--- src/rtl/pixel_scan_gen_if.sv ---
// -----------------------------------------------------------------------------
// pixel_scan_gen_if
//   Control and pixel-stream bundle for pixel_scan_gen. Signal names follow
//   the generator's view: i_* enter the generator and o_* leave it.
//
//   Parameters : ADDR_W  - linear framebuffer address width
//                COORD_W - output coordinate width
//   Modports   : master - the scan generator (consumes control, sources beats)
//                slave  - the controller / pixel consumer on the other side
//
//   i_start, i_abort       scan start / abort pulses
//   i_seek_valid/addr      resume-at-address request
//   i_ready                downstream accepts the current beat
//   o_valid/x/y/addr/last  current pixel beat
//   o_frame_done           pulse after the final beat of the frame is accepted
//   o_seek_err             pulse when a seek address is out of range
//   o_busy                 generator is not idle
// -----------------------------------------------------------------------------
interface pixel_scan_gen_if #(
  parameter int ADDR_W  = 19,
  parameter int COORD_W = 16
);
  logic               i_start;
  logic               i_abort;
  logic               i_seek_valid;
  logic [ADDR_W-1:0]  i_seek_addr;
  logic               i_ready;
  logic               o_valid;
  logic [COORD_W-1:0] o_x;
  logic [COORD_W-1:0] o_y;
  logic [ADDR_W-1:0]  o_addr;
  logic               o_last;
  logic               o_frame_done;
  logic               o_seek_err;
  logic               o_busy;

  modport master (
    input  i_start, i_abort, i_seek_valid, i_seek_addr, i_ready,
    output o_valid, o_x, o_y, o_addr, o_last, o_frame_done, o_seek_err, o_busy
  );

  modport slave (
    output i_start, i_abort, i_seek_valid, i_seek_addr, i_ready,
    input  o_valid, o_x, o_y, o_addr, o_last, o_frame_done, o_seek_err, o_busy
  );
endinterface

--- src/rtl/pixel_scan_gen.sv ---
// -----------------------------------------------------------------------------
// pixel_scan_gen
//   Raster pixel stream generator: walks addr = x + y*WIDTH from a start pixel
//   to the last pixel of the frame under valid/ready backpressure. A seek
//   request is split into (x, y) by a restoring divider (one quotient bit per
//   cycle, ADDR_W cycles) and the scan resumes from that pixel.
//
//   Ports : i_clk    - clock, rising edge
//           i_rst_n  - asynchronous reset, active-low
//           bus      - pixel_scan_gen_if.master (control + pixel stream)
//
//   Configuration macro PIXEL_SCAN_CENTER_EN:
//     defined   - o_x/o_y are centre-origin two's complement coordinates
//                 (x - WIDTH/2, y - HEIGHT/2)
//     undefined - o_x/o_y are unsigned raster coordinates
// -----------------------------------------------------------------------------
module pixel_scan_gen #(
  parameter int WIDTH   = 800,
  parameter int HEIGHT  = 600,
  parameter int ADDR_W  = 19,
  parameter int COORD_W = 16
) (
  input  logic              i_clk,
  input  logic              i_rst_n,
  pixel_scan_gen_if.master  bus
);

  localparam int                 CNT_W      = $clog2(ADDR_W + 1);
  localparam logic [CNT_W-1:0]   LP_CNT_END = CNT_W'(ADDR_W - 1);
  localparam logic [ADDR_W-1:0]  LP_LAST    = ADDR_W'(WIDTH * HEIGHT - 1);
  // One extra bit so a frame filling the whole address space still compares.
  localparam logic [ADDR_W:0]    LP_NPIX    = (ADDR_W + 1)'(WIDTH * HEIGHT);
  localparam logic [ADDR_W:0]    LP_DIVISOR = (ADDR_W + 1)'(WIDTH);
  localparam logic [COORD_W-1:0] LP_X_MAX   = COORD_W'(WIDTH - 1);

  typedef enum logic [1:0] {ST_IDLE, ST_DIV, ST_SCAN} state_t;

  state_t             r_state, w_state_next;
  logic [COORD_W-1:0] r_x, r_y;
  logic [ADDR_W-1:0]  r_addr;
  logic [ADDR_W-1:0]  r_div;      // dividend shifting out, quotient shifting in
  logic [ADDR_W-1:0]  r_rem;
  logic [CNT_W-1:0]   r_cnt;
  logic               r_seek_err, r_frame_done;

  logic               w_start_scan, w_seek_acc, w_seek_rej, w_beat_acc, w_frame_end;
  logic               w_seek_in_range;
  logic [ADDR_W:0]    w_rem_sh;
  logic               w_q_bit;
  logic [ADDR_W-1:0]  w_rem_next, w_div_next;

  assign w_seek_in_range = {1'b0, bus.i_seek_addr} < LP_NPIX;

  // Restoring division step: bring down the next dividend bit, subtract the
  // divisor when it fits and record a 1 in the quotient.
  assign w_rem_sh   = {r_rem, r_div[ADDR_W-1]};
  assign w_q_bit    = (w_rem_sh >= LP_DIVISOR);
  assign w_rem_next = w_q_bit ? ADDR_W'(w_rem_sh - LP_DIVISOR) : ADDR_W'(w_rem_sh);
  assign w_div_next = {r_div[ADDR_W-2:0], w_q_bit};

  // NOTE: every output of this block gets a default first, so no path through
  // the case statement can leave one unassigned and infer a latch.
  always_comb begin
    w_state_next = r_state;
    w_start_scan = 1'b0;
    w_seek_acc   = 1'b0;
    w_seek_rej   = 1'b0;
    w_beat_acc   = 1'b0;
    w_frame_end  = 1'b0;
    unique case (r_state)
      ST_IDLE: begin
        if (bus.i_start) begin
          // start wins over a simultaneous seek; the seek is silently dropped
          w_state_next = ST_SCAN;
          w_start_scan = 1'b1;
        end else if (bus.i_seek_valid) begin
          if (w_seek_in_range) begin
            w_state_next = ST_DIV;
            w_seek_acc   = 1'b1;
          end else begin
            w_seek_rej   = 1'b1;
          end
        end
      end
      ST_DIV: begin
        if (bus.i_abort)              w_state_next = ST_IDLE;
        else if (r_cnt == LP_CNT_END) w_state_next = ST_SCAN;
      end
      ST_SCAN: begin
        if (bus.i_abort) begin
          w_state_next = ST_IDLE;
        end else if (bus.i_ready) begin
          w_beat_acc = 1'b1;
          if (r_addr == LP_LAST) begin
            w_state_next = ST_IDLE;
            w_frame_end  = 1'b1;
          end
        end
      end
      default: w_state_next = ST_IDLE;
    endcase
  end

  // NOTE: sequential state uses non-blocking assignments so every register
  // samples the pre-edge values, independent of statement order.
  always_ff @(posedge i_clk or negedge i_rst_n) begin
    if (!i_rst_n) r_state <= ST_IDLE;
    else          r_state <= w_state_next;
  end

  always_ff @(posedge i_clk or negedge i_rst_n) begin
    if (!i_rst_n) begin
      r_x          <= '0;
      r_y          <= '0;
      r_addr       <= '0;
      r_div        <= '0;
      r_rem        <= '0;
      r_cnt        <= '0;
      r_seek_err   <= 1'b0;
      r_frame_done <= 1'b0;
    end else begin
      r_seek_err   <= w_seek_rej;
      r_frame_done <= w_frame_end;

      if (w_start_scan) begin
        r_x    <= '0;
        r_y    <= '0;
        r_addr <= '0;
      end

      if (w_seek_acc) begin
        r_addr <= bus.i_seek_addr;
        r_div  <= bus.i_seek_addr;
        r_rem  <= '0;
        r_cnt  <= '0;
      end

      if (r_state == ST_DIV) begin
        r_div <= w_div_next;
        r_rem <= w_rem_next;
        r_cnt <= r_cnt + CNT_W'(1);
        if (w_state_next == ST_SCAN) begin
          r_x <= COORD_W'(w_rem_next);
          r_y <= COORD_W'(w_div_next);
        end
      end

      // The final beat leaves the counters parked on the last pixel.
      if (w_beat_acc && !w_frame_end) begin
        r_addr <= r_addr + ADDR_W'(1);
        if (r_x == LP_X_MAX) begin
          r_x <= '0;
          r_y <= r_y + COORD_W'(1);
        end else begin
          r_x <= r_x + COORD_W'(1);
        end
      end
    end
  end

  assign bus.o_valid      = (r_state == ST_SCAN);
  assign bus.o_busy       = (r_state != ST_IDLE);
  assign bus.o_addr       = r_addr;
  assign bus.o_last       = (r_addr == LP_LAST) && bus.o_valid;
  assign bus.o_frame_done = r_frame_done;
  assign bus.o_seek_err   = r_seek_err;

`ifdef PIXEL_SCAN_CENTER_EN
  assign bus.o_x = r_x - COORD_W'(WIDTH / 2);
  assign bus.o_y = r_y - COORD_W'(HEIGHT / 2);
`else
  assign bus.o_x = r_x;
  assign bus.o_y = r_y;
`endif

endmodule

--- src/flat_wrapper.sv ---
// flat-port wrapper written by rule: the top's interface ports become plain ports
module pixel_scan_gen_flat 
#(
  parameter int WIDTH   = 800,
  parameter int HEIGHT  = 600,
  parameter int ADDR_W  = 19,
  parameter int COORD_W = 16
)
  (i_clk, i_rst_n, bus_i_start, bus_i_abort, bus_i_seek_valid, bus_i_seek_addr, bus_i_ready, bus_o_valid, bus_o_x, bus_o_y, bus_o_addr, bus_o_last, bus_o_frame_done, bus_o_seek_err, bus_o_busy);
  pixel_scan_gen_if #(.ADDR_W(ADDR_W), .COORD_W(COORD_W)) bus_i ();
  input  logic i_clk;
  input  logic i_rst_n;
  input wire logic [$bits(bus_i.i_start)-1:0] bus_i_start;
  input wire logic [$bits(bus_i.i_abort)-1:0] bus_i_abort;
  input wire logic [$bits(bus_i.i_seek_valid)-1:0] bus_i_seek_valid;
  input wire logic [$bits(bus_i.i_seek_addr)-1:0] bus_i_seek_addr;
  input wire logic [$bits(bus_i.i_ready)-1:0] bus_i_ready;
  output wire logic [$bits(bus_i.o_valid)-1:0] bus_o_valid;
  output wire logic [$bits(bus_i.o_x)-1:0] bus_o_x;
  output wire logic [$bits(bus_i.o_y)-1:0] bus_o_y;
  output wire logic [$bits(bus_i.o_addr)-1:0] bus_o_addr;
  output wire logic [$bits(bus_i.o_last)-1:0] bus_o_last;
  output wire logic [$bits(bus_i.o_frame_done)-1:0] bus_o_frame_done;
  output wire logic [$bits(bus_i.o_seek_err)-1:0] bus_o_seek_err;
  output wire logic [$bits(bus_i.o_busy)-1:0] bus_o_busy;
  assign bus_i.i_start = bus_i_start;
  assign bus_i.i_abort = bus_i_abort;
  assign bus_i.i_seek_valid = bus_i_seek_valid;
  assign bus_i.i_seek_addr = bus_i_seek_addr;
  assign bus_i.i_ready = bus_i_ready;
  assign bus_o_valid = bus_i.o_valid;
  assign bus_o_x = bus_i.o_x;
  assign bus_o_y = bus_i.o_y;
  assign bus_o_addr = bus_i.o_addr;
  assign bus_o_last = bus_i.o_last;
  assign bus_o_frame_done = bus_i.o_frame_done;
  assign bus_o_seek_err = bus_i.o_seek_err;
  assign bus_o_busy = bus_i.o_busy;
  pixel_scan_gen #(.WIDTH(WIDTH), .HEIGHT(HEIGHT), .ADDR_W(ADDR_W), .COORD_W(COORD_W)) u_core (.i_clk(i_clk), .i_rst_n(i_rst_n), .bus(bus_i));
endmodule
--- config.mk ---
export PLATFORM = sky130hd
export DESIGN_NAME = pixel_scan_gen_flat
export DESIGN_NICKNAME = d
export VERILOG_FILES = /design/src/rtl/pixel_scan_gen_if.sv /design/src/rtl/pixel_scan_gen.sv /design/src/flat_wrapper.sv
export SDC_FILE = /design/constraint.sdc
export NUM_CORES = 1
export LEC_CHECK = 0
export ABC_CLOCK_PERIOD_IN_PS = 3260
export CORE_ASPECT_RATIO = 0.5
export CORE_MARGIN = 5
export CORE_UTILIZATION = 25
export DETAILED_ROUTE_END_ITERATION = 8
export GPL_TIMING_DRIVEN = 1
export SYNTH_ARGS = -nofsm -noshare
export SYNTH_HDL_FRONTEND = slang
export SYNTH_SLANG_ARGS = --single-unit
--- constraint.sdc ---
create_clock -name i_clk -period 3.26 [get_ports i_clk]
set_clock_uncertainty 0.15 [all_clocks]
set_input_delay 0.978 -clock i_clk [delete_from_list [all_inputs] [get_ports i_clk]]
set_output_delay 0.978 -clock i_clk [all_outputs]
set_load 0.01 [all_outputs]
* Yosys cells after proc, flatten, opt, wreduce, memory -nomap -nowiden *
Cells that the tools add are included.

word-level totals
  register bits after elaboration = 98
  bits of input ports = 25
  output and inout bits = 56
  logic and storage cells = 75

cells by class
  $add $sub $neg = 5
  order comparisons = 2
  equality and inequality tests = 6
  multiplexer cells = 46
  reduce and logical (&&, ||, !) cells = 7

operator list
  kind                    count
  $mux 16                 10
  $mux 19                 8
  $add 16x1->16 const B   2
  $ge 20x10->1 const B    1
  $add 19x1->19 const B   1
  $eq 19x19->1 const B    1
  $lt 19x19->1 const B    1
  $sub 19x10->19 const B  1
  $mux 1                  17
  $eq 16x10->1 const B    1
  $mux 2                  8
  $mux 5                  2
  $pmux 2 s3              1
  $add 5x1->5 const B     1
  $eq 5x5->1 const B      1
  $eq 2x2->1 const B      2
  $reduce_bool 2->1       2
  $reduce_bool 3->1       1
  $eq 2x1->1 const B      1
  $logic_and 1x1->1       2
  $logic_not 2->1         1
  $logic_not 1->1         1

* Longest topological paths before layout *
  depth after elaboration = 10
  depth in mapped cells = 9
  mapped depth without buffers = 8

* Least setup slack after synthesis *
OpenSTA, ideal clock, no wires.

  path type = register to output
  start point = register u_core.r_addr[0] (netlist: u_core.bus.o_addr[0])
  end point = output port bus_o_last
  data arrival time = 1.599 ns
  required time = 2.132 ns
  slack = 0.533 ns
  stages on the path, launching flop included = 5
  path buffers = 0
  path through = dfrtp_1 -> ha_1 -> nand3_1 -> or2_2 -> nor4_1

on the way
  longest elaborated chain between the ends = 2

ends and longest elaborated chain
  item                      line                   source
  start: declaration        pixel_scan_gen.sv:40   logic [ADDR_W-1:0] r_addr;
  start signal: assignment  pixel_scan_gen.sv:132  r_addr <= bus.i_seek_addr;
  start signal: assignment  pixel_scan_gen.sv:150  r_addr <= r_addr + ADDR_W'(1);
  $eq 19x19->1              pixel_scan_gen.sv:164  assign bus.o_last = (r_addr == LP_LAST) && bus.o_valid;
  $logic_and 1x1->1         pixel_scan_gen.sv:164
  end: declaration          flat_wrapper.sv:22     output wire logic [$bits(bus_i.o_last)-1:0] bus_o_last;

No other way between the ends.

* Worst setup path after layout *
Ends and elaborated chain as after synthesis.

==> metrics.cfg <==
[sta]
rsz0062_at_grt=false
slew_headroom=0.449
tightest_slew_ns=0.820
min_period_ns=3.01
fmax_ghz=0.332
drv_slew=0
fin_hold_ws_ns=0.348
timing.final.crit_share=0.925
hold_viol_final=0
setup_violations=0
setup_slack_ns=0.245

[clock_tree]
clk_latency_ns=0.34
cts_tree=yes
numClockSinks=98
cts_max_level=3
clockBufferDepth=2
cts_setup_buffers=0
cts_inserted_buffers=9
root_buffer=clkbuf_16
clk_pin_slew_worst_paths_ns=0.07

[worst_setup_path]
critPathMaxStageDelay_ns=0.38
cp.required_ns=2.13
critical_path_arrival_ns=1.89
critPathSlowestCell=dfrtp_1
startpoint_type=register
critical_path_peak_fanout=3
crit_path_end_kind=primary output
crit_chain=ha_1, nand3_1, or2_2, nor4_1, dlygate4sd2_1
path_class=register to primary output
crit_buf_inv=1
critPathTopFamily=simple AND/OR/NAND/NOR gates

[logic_synthesis]
yosys-top-cells-area=dfrtp_1, nand2_1, o21ai_0
synth_sequential_area_ratio=0.451
synth_top_area_frac=0.451
netlist_instances=620
synth_edf_count=0
synth_fp_nets=651
syn_area_um2=5440
ys.flop_type=dfrtp_1
synth_cell_type_count=64
synth.largest_area_cell=dfrtp_1
async_flop_share=1.00
synth.most_common_cell=nand2_1
yosys_warnings=0
avgSynthCellArea_um2=8.77
ys_ff_latch=98
yosys-top-cells-count=nand2_1, dfrtp_1, nor2_1, o21ai_0, nand3_1

[worst_hold_path]
hp-class=register to register

[place]
placed_area_um2=6770
dp_hpwl_mm=12.6
port_buffers=80
pre_cts_ws_ns=-0.0180
gp_congestion=0.905

[cells_and_area]
synthToLayoutAreaGrowth_pct=30.7
layout-drive-gt1-share=0.0888
nets=747
design_area_um2=7100
final_util=0.330
antennaDiodeCount=0

[route]
drc=0
num_vias=5169
detail-route-antenna-nets=0
routed_wl_mm=16.8
firstDrtPassIters=5
post_drt_wl_per_cell_um=16.4
drtIter0Drc=448
avgViaCountPerCell=5.06

[grt]
grt_antenna_before_repair=0
grt_max_degree=57
grt_usage=0.135
gr-total-overflow=0
grt_pass1_wl_mm=27.2
grt_pass1_vias=5045

[die]
die_h_um=114
dieArea_um2=25000
die_w_um=219
io_pins=81
start_util=0.252
num_rows=38
core_area_um2=21500

[pwr]
p_total_w=0.00486
vdd_drop_max_mv=0.343
power_density_nw_per_um2=685
p_leak_nw=3.02

[flow_run]
cap_viol_max_count=0

[status]
status=complete, no violations

-- power breakdown --
group | total, W | switching, W | leakage [nW] | internal (W)
clock network | 0.00119 | 0.000490 | 0.161 | 0.000704
registers | 0.00197 | 0.000417 | 1.29 | 0.00155
logic | 0.00170 | 0.000923 | 1.57 | 0.000781
total | 0.00486 | 0.00183 | 3.02 | 0.00303
-- path summary, 6_finish.rpt --
| path | slack, ns | end | cells after the start | startpoint |
|---|---|---|---|---|
| setup / recovery | 0.25 | bus_o_last | 5 | u_core.bus.o_addr[0] |
| hold reg to reg | 0.35 | u_core.r_div[18] | 2 | u_core.r_div[17] |
| max in group asynchronous | 1.90 | u_core.r_div[17] | 2 | i_rst_n |
| min in group asynchronous | 0.40 | u_core.bus.o_addr[9] | 1 | i_rst_n |
| setup reg to reg | 0.44 | u_core.bus.o_x[5] | 7 | u_core.bus.o_addr[8] |
| hold / removal | 0.35 | u_core.r_div[18] | 2 | u_core.r_div[17] |
-- metal layers --
| layer | up-vias | GRT usage | wire length, um |
|---|---|---|---|
| li1 | 2475 | - | - |
| met1 | 2555 | 0.173 | 7480 |
| met2 | 111 | 0.235 | 8340 |
| met3 | 28 | 0.0232 | 536 |
| met4 | 0 | 0.0397 | 392 |
| met5 | - | 0 | 0 |
-- cells in the final DEF (no fill, tap or decap), types with 3 or more instances in the layout --
cell type,n
nor3_1,12
o21ai_0,45
dfrtp_1,98
or3_1,5
nand4_1,6
a21oi_1,17
and2_1,3
a221o_1,11
nor3b_1,10
o22ai_1,10
o2bb2ai_1,3
a21o_1,9
and3_1,22
a211oi_1,6
clkdlybuf4s50_1,78
xor2_1,11
nor2b_1,3
nand2b_1,6
inv_1,13
nand3_1,31
clkbuf_16,9
ha_1,6
nor4_1,11
o211ai_1,10
nor2_1,53
xnor2_1,5
buf_12,3
buf_4,32
nand2_1,108
o221ai_1,7
o31ai_1,5
a31oi_1,19
o311ai_0,5
-- sequential cells by signal (all words and copies together) (netlist names) --
| name | flops |
|---|---|
| u_core.r_state | 2 |
| u_core.r_rem | 19 |
| u_core.bus.o_seek_err | 1 |
| u_core.bus.o_addr | 19 |
| u_core.r_cnt | 5 |
| u_core.r_div | 19 |
| u_core.bus.o_frame_done | 1 |
| u_core.bus.o_y | 16 |
| u_core.bus.o_x | 16 |
-- through the flow --
stage | cells | TNS, ns
after global routing | 1021 | 0
after floorplan | 620 | 0
after global placement | 1005 | 0
after detailed placement | 1005 | -0.0822
final | 1021 | 0
after CTS | 1021 | 0
-- cell families (layout without fill, tap and decap cells) --
logic type | count (synthesis) | in the layout | share of synthesized area
XOR/XNOR | 16 | 16 | 0.0258
flip-flops | 98 | 98 | 0.451
adder cells (fa/ha/maj) | 6 | 6 | 0.0138
multiplexers | 2 | 2 | 0.00368
AND/OR/NAND/NOR | 289 | 289 | 0.262
buffers and inverters | 42 | 143 | 0.0345
AO/OA/AOI/OAI | 167 | 167 | 0.209
-- area by class of cell --
cell class / instances / area [um^2]
Clock buffer: 10 / 239
Clock inverter: 6 / 96.3
Fill cell: 2228 / 14400
Inverter: 13 / 48.8
Multi-Input combinational cell: 480 / 2800
Sequential cell: 98 / 2450
Tap cell: 300 / 375
Timing Repair Buffer: 114 / 1090
-- what timing repair did --
| action | 4_1_cts | 5_1_grt |
|---|---|---|
| endpoints found under the hold margin | 0 | 0 |
| gates resized for setup | 1 | 0 |
| hold buffers | 0 | 0 |
| setup endpoints to repair | 1 | 0 |
-- tightest hold or removal path: cells and delay by family (launching register included) --
kind	cells	cell delay (ns)
simple gates	2	0.12
flops	1	0.35
No activity file was read; power rests on OpenSTA's default activity.
